`config.mk`:
```
export PLATFORM = sky130hd
export DESIGN_NAME = demux1_2_stage
export DESIGN_NICKNAME = d
export VERILOG_FILES = /design/src/rtl/demux1_2_stage.sv
export SDC_FILE = /design/constraint.sdc
export NUM_CORES = 1
export LEC_CHECK = 0
export ABC_AREA = 1
export CAP_MARGIN = 20
export CORE_MARGIN = 10
export CORE_UTILIZATION = 33
export DETAILED_ROUTE_END_ITERATION = 12
export PLACE_DENSITY = 0.61
export RECOVER_POWER = 100
export SLEW_MARGIN = 10
export SYNTH_ARGS = -nofsm -noshare
export SYNTH_HDL_FRONTEND = slang
export SYNTH_SLANG_ARGS = --single-unit
```
`constraint.sdc`:
```
create_clock -name clk -period 3.7 [get_ports clk]
set_clock_uncertainty 0.05 [all_clocks]
set_input_delay 0.925 -clock clk [delete_from_list [all_inputs] [get_ports clk]]
set_output_delay 0.925 -clock clk [all_outputs]
set_load 0.01 [all_outputs]
```
`src/rtl/demux1_2_stage.sv`:
```
// demux1_2_stage: registered 1-to-2 demultiplexer with a one-word holding register
// per output channel, a synchronous flush and per-channel transfer counters.
module demux1_2_stage #(
    parameter int DATA_BITS = 32,
    parameter int CNT_BITS  = 16
) (
    input  logic                 clk,
    input  logic                 rst,
    input  logic                 flush,
    input  logic                 in_valid,
    output logic                 in_ready,
    input  logic                 in_sel,
    input  logic [DATA_BITS-1:0] in_data,
    output logic                 out0_valid,
    input  logic                 out0_ready,
    output logic [DATA_BITS-1:0] out0_data,
    output logic                 out1_valid,
    input  logic                 out1_ready,
    output logic [DATA_BITS-1:0] out1_data,
    output logic [CNT_BITS-1:0]  cnt0,
    output logic [CNT_BITS-1:0]  cnt1
);
    logic                 r_valid0, r_valid1;
    logic [DATA_BITS-1:0] r_data0, r_data1;
    logic [CNT_BITS-1:0]  r_cnt0, r_cnt1;
    logic                 w_acc0, w_acc1, w_load0, w_load1, w_drain0, w_drain1;

    // A full channel still accepts when its consumer drains in the same cycle
    assign w_acc0   = !r_valid0 || out0_ready;
    assign w_acc1   = !r_valid1 || out1_ready;
    assign in_ready = !flush && (in_sel ? w_acc1 : w_acc0);
    assign w_load0  = in_valid && in_ready && !in_sel;
    assign w_load1  = in_valid && in_ready && in_sel;
    assign w_drain0 = r_valid0 && out0_ready;
    assign w_drain1 = r_valid1 && out1_ready;

    always_ff @(posedge clk or posedge rst) begin
        if (rst) begin
            r_valid0 <= 1'b0;
            r_valid1 <= 1'b0;
            r_data0  <= '0;
            r_data1  <= '0;
            r_cnt0   <= '0;
            r_cnt1   <= '0;
        end else begin
            r_valid0 <= !flush && (w_load0 || (r_valid0 && !out0_ready));
            r_valid1 <= !flush && (w_load1 || (r_valid1 && !out1_ready));
            r_data0  <= w_load0 ? in_data : r_data0;
            r_data1  <= w_load1 ? in_data : r_data1;
            r_cnt0   <= r_cnt0 + CNT_BITS'(w_drain0);
            r_cnt1   <= r_cnt1 + CNT_BITS'(w_drain1);
        end
    end

    assign out0_valid = r_valid0;
    assign out1_valid = r_valid1;
    assign out0_data  = r_data0;
    assign out1_data  = r_data1;
    assign cnt0       = r_cnt0;
    assign cnt1       = r_cnt1;
endmodule

```
==> summary.md, run 1 <==
| Metric | Value |
|---|---|
| Clock Latency Late Sink | 340 ps |
| Max cap viols | 2 |
| Failing checks | capacitance limit, slew limit |
| Critical-path cell list | dlygate4sd3_1, nand3_1, nand2_1, nor2_4, clkdlybuf4s50_1 |
| Layout cells sized above 1 | 3.86% |
| Register area share after synthesis | 59.1% |
| Hold buffer count at cts | 0 |
| Total GRT Usage | 13.9% |
| Grt ovf | 0 |
| NumNets Final | 634 |
| Met3 wire length | 1.48 mm |
| Final core occ | 49.1% |
| Ys Warns | 0 |
| RSZ-0062 raised after global routing | false |
| Critical Path AT | 2460 ps |
| Initial core utilization | 34.1% |
| CTS tree | built |
| Hold Vio Cnt, Final | 0 |
| Design Area, Final | 5970 um^2 |
| Routed vias | 3562 |
| Fmax | 291 MHz |
| CTS buffer count | 9 |
| Synthesized Nets | 500 |
| N_diodes | 0 |
| Setup CP Type | primary input to primary output |
| Post-Route WL | 12.0 mm |
| CP endpoint kind | primary output |
| Synthesis-to-layout area growth | 44.0% |
| Final Setup Violations | 0 |
| DR WL met2 | 5.30 mm |
| Clk root buf | clkbuf_16 |
| Slowest stage delay, CP | 600 ps |
| Antenna violations before repair | 0 |
| Max-slew headroom | -15.8% |
| H-tree Lvls | 3 |
| Area of the multi-input gates | 1380 um^2 |
| CTS sink count | 98 |
| Hold_ws | 416 ps |
| Largest net degree at the start of global routing | 65 |
| Max Slew Vio Count | 75 |
| Yosys reg bits | 98 |
| Leakage power | 3.04 nW |
| Min-delay worst type | register to register |
| Wl on met1 | 4.97 mm |
| Uppermost layer routed | met4 |
| Mapped Avg Cell Area | 9.07 um^2 |
| First-pass GRT wire length | 19.8 mm |
| DR DRC count | 0 |
| Worst setup SP type | primary input |
| Die area | 17400 um^2 |
| Worst-path clk slew | 60 ps |
| Mapped cell area | 4150 um^2 |
| Buffer count from post-CTS setup fixing | 0 |
| Setup TNS | 0 ps |
| DP HPWL | 8.53 mm |
| DRT Pass-1 Iters | 4 |
| # fillers | 1141 |
| Outcome | complete, but fails checks |
| Yosys cell types | 21 |
| Worst Path Max Fanout | 4 |
| PostCTS Resize Cnt | 0 |
| Critical-path top delay cell | dlygate4sd3_1 |
| Horiz. Die Dim | 132 um |
| Vias per cell | 4.66 |
| # IOs | 138 |
| Die Y | 132 um |
| Slack of the critical path | 261 ps |
| Peak VDD IR | 0.255 mV |
| I/O Buffers | 137 |
| Worst Tran Pin Value | 1740 ps |
| Post-synthesis cell count | 457 |
| Wire per inst | 15.7 um |
| Pre-CTS setup slack | 333 ps |
| Final Cycle Share | 93.0% |
| Core Area | 12200 um^2 |
| Clock Path Buffers | 2 |
| GPL Wtd Cong | 0.806 |
| R2R Setup Slk | 1720 ps |
| Post-route minimum period | 3440 ps |
| Num rows | 40 |
| Number of DRC markers in iteration 0 | 262 |
| Vias in the first global route | 3789 |
| Area of placed instances | 5700 um^2 |
| CP required | 2720 ps |
| Pwr/cell area | 479 nW/um^2 |
| FF/Latch Area | 2450 um^2 |
| Antenna Nets Post-Route | 0 |
[power by group]
part           switching [W]  internal (W)  leakage, nW
clock network       0.000400      0.000543        0.143
registers          0.0000934       0.00123         1.23
logic               0.000297      0.000298         1.67
[logic make-up (layout without fill, tap and decap cells)]
group	after synthesis	after routing	share of synthesized area, %
fa+ha+maj	4	4	1.21
compound gates	37	37	4.56
flops	98	98	59.1
buf+inv	78	217	7.48
xor+xnor	19	19	4.01
simple gates	221	221	23.6
[layout by cell type, fill, tap and decap left out, drive strengths merged, types with 3 or more instances in the layout]
cell type and n:
inv 57, nor3 11, o21ai 35, dfrtp 98
xnor2 3, nand3 14, clkdlybuf4s50 34, dlygate4sd3 103
nand2 139, clkbuf 15, buf 3, xor2 16
nand4 39, nor2 18, ha 4
[registers in the layout, indices dropped and copies added (netlist names)]
signal,flops
cnt0,16
cnt1,16
out0_data,32
out0_valid,1
out1_data,32
out1_valid,1
[worst max-delay path, delay by kind of cell]
| kind | cells | cell delay [ps] |
|---|---|---|
| and+or+nand+nor | 3 | 340 |
| buffers and inverters | 2 | 1200 |
[final cells by class]
type / count / area share [%]
clock buffers: 12 / 4.13
flip-flops and latches: 98 / 41.1
well taps: 168 / 3.52
repair buffers: 143 / 23.6
inverters: 58 / 3.67
multi-input cells: 281 / 23.1
clock inverters: 4 / 0.859
[cells in the mapped netlist]
library cell / instances / area, um^2
nand3_1: 13 / 65.1
nor2_2: 1 / 6.26
dfrtp_1: 98 / 2450
inv_1: 57 / 214
o21ai_0: 35 / 175
nor2_1: 16 / 60.1
nor2_4: 1 / 11.3
a41oi_1: 1 / 8.76
nand4_1: 39 / 244
xor2_1: 16 / 140
nor3_2: 1 / 10.0
ha_1: 4 / 50.1
a21oi_1: 1 / 5.00
inv_2: 1 / 3.75
buf_4: 1 / 7.51
nor3_1: 10 / 50.1
xnor2_1: 3 / 26.3
nand3_2: 1 / 10.0
nand2_1: 139 / 522
buf_2: 11 / 55.1
clkbuf_1: 8 / 30.0
[worst paths after layout]
path | start | endpoint | cells past startpoint
min in group asynchronous | rst | cnt0[8]$_DFF_PP0_ | 2
worst max register to register | out1_valid$_DFF_PP0_ | cnt1[12]$_DFF_PP0_ | 9
worst max-delay path | in_sel | in_ready | 5
worst min-delay path | out0_data[27]$_DFFE_PP0P_ | out0_data[27]$_DFFE_PP0P_ | 2
worst min register to register | out0_data[27]$_DFFE_PP0P_ | out0_data[27]$_DFFE_PP0P_ | 2
max in group asynchronous | rst | out1_data[12]$_DFFE_PP0P_ | 3
[per-stage QoR]
step,cells,total power [W]
floorplan,457,0.00156
CTS,764,0.00298
global placement,748,0.00200
global route,764,0.00301
detailed placement,748,0.00201
finish,764,0.00286
[per-layer routing]
| layer | vias to the layer above | global-route usage (%) |
|---|---|---|
| met5 | - | 0 |
| met4 | 0 | 5.44 |
| met3 | 16 | 8.31 |
| met2 | 99 | 21.4 |
| met1 | 1713 | 15.5 |
| li1 | 1734 | - |
No activity file was read; power rests on OpenSTA's default activity.
==> inputs of run 2 (changes only) <==
Settings changed: CTS_CLUSTER_SIZE set to 14.
==> results of run 2 <==
Final layout, timing and power as in run 1 (identical DEF).
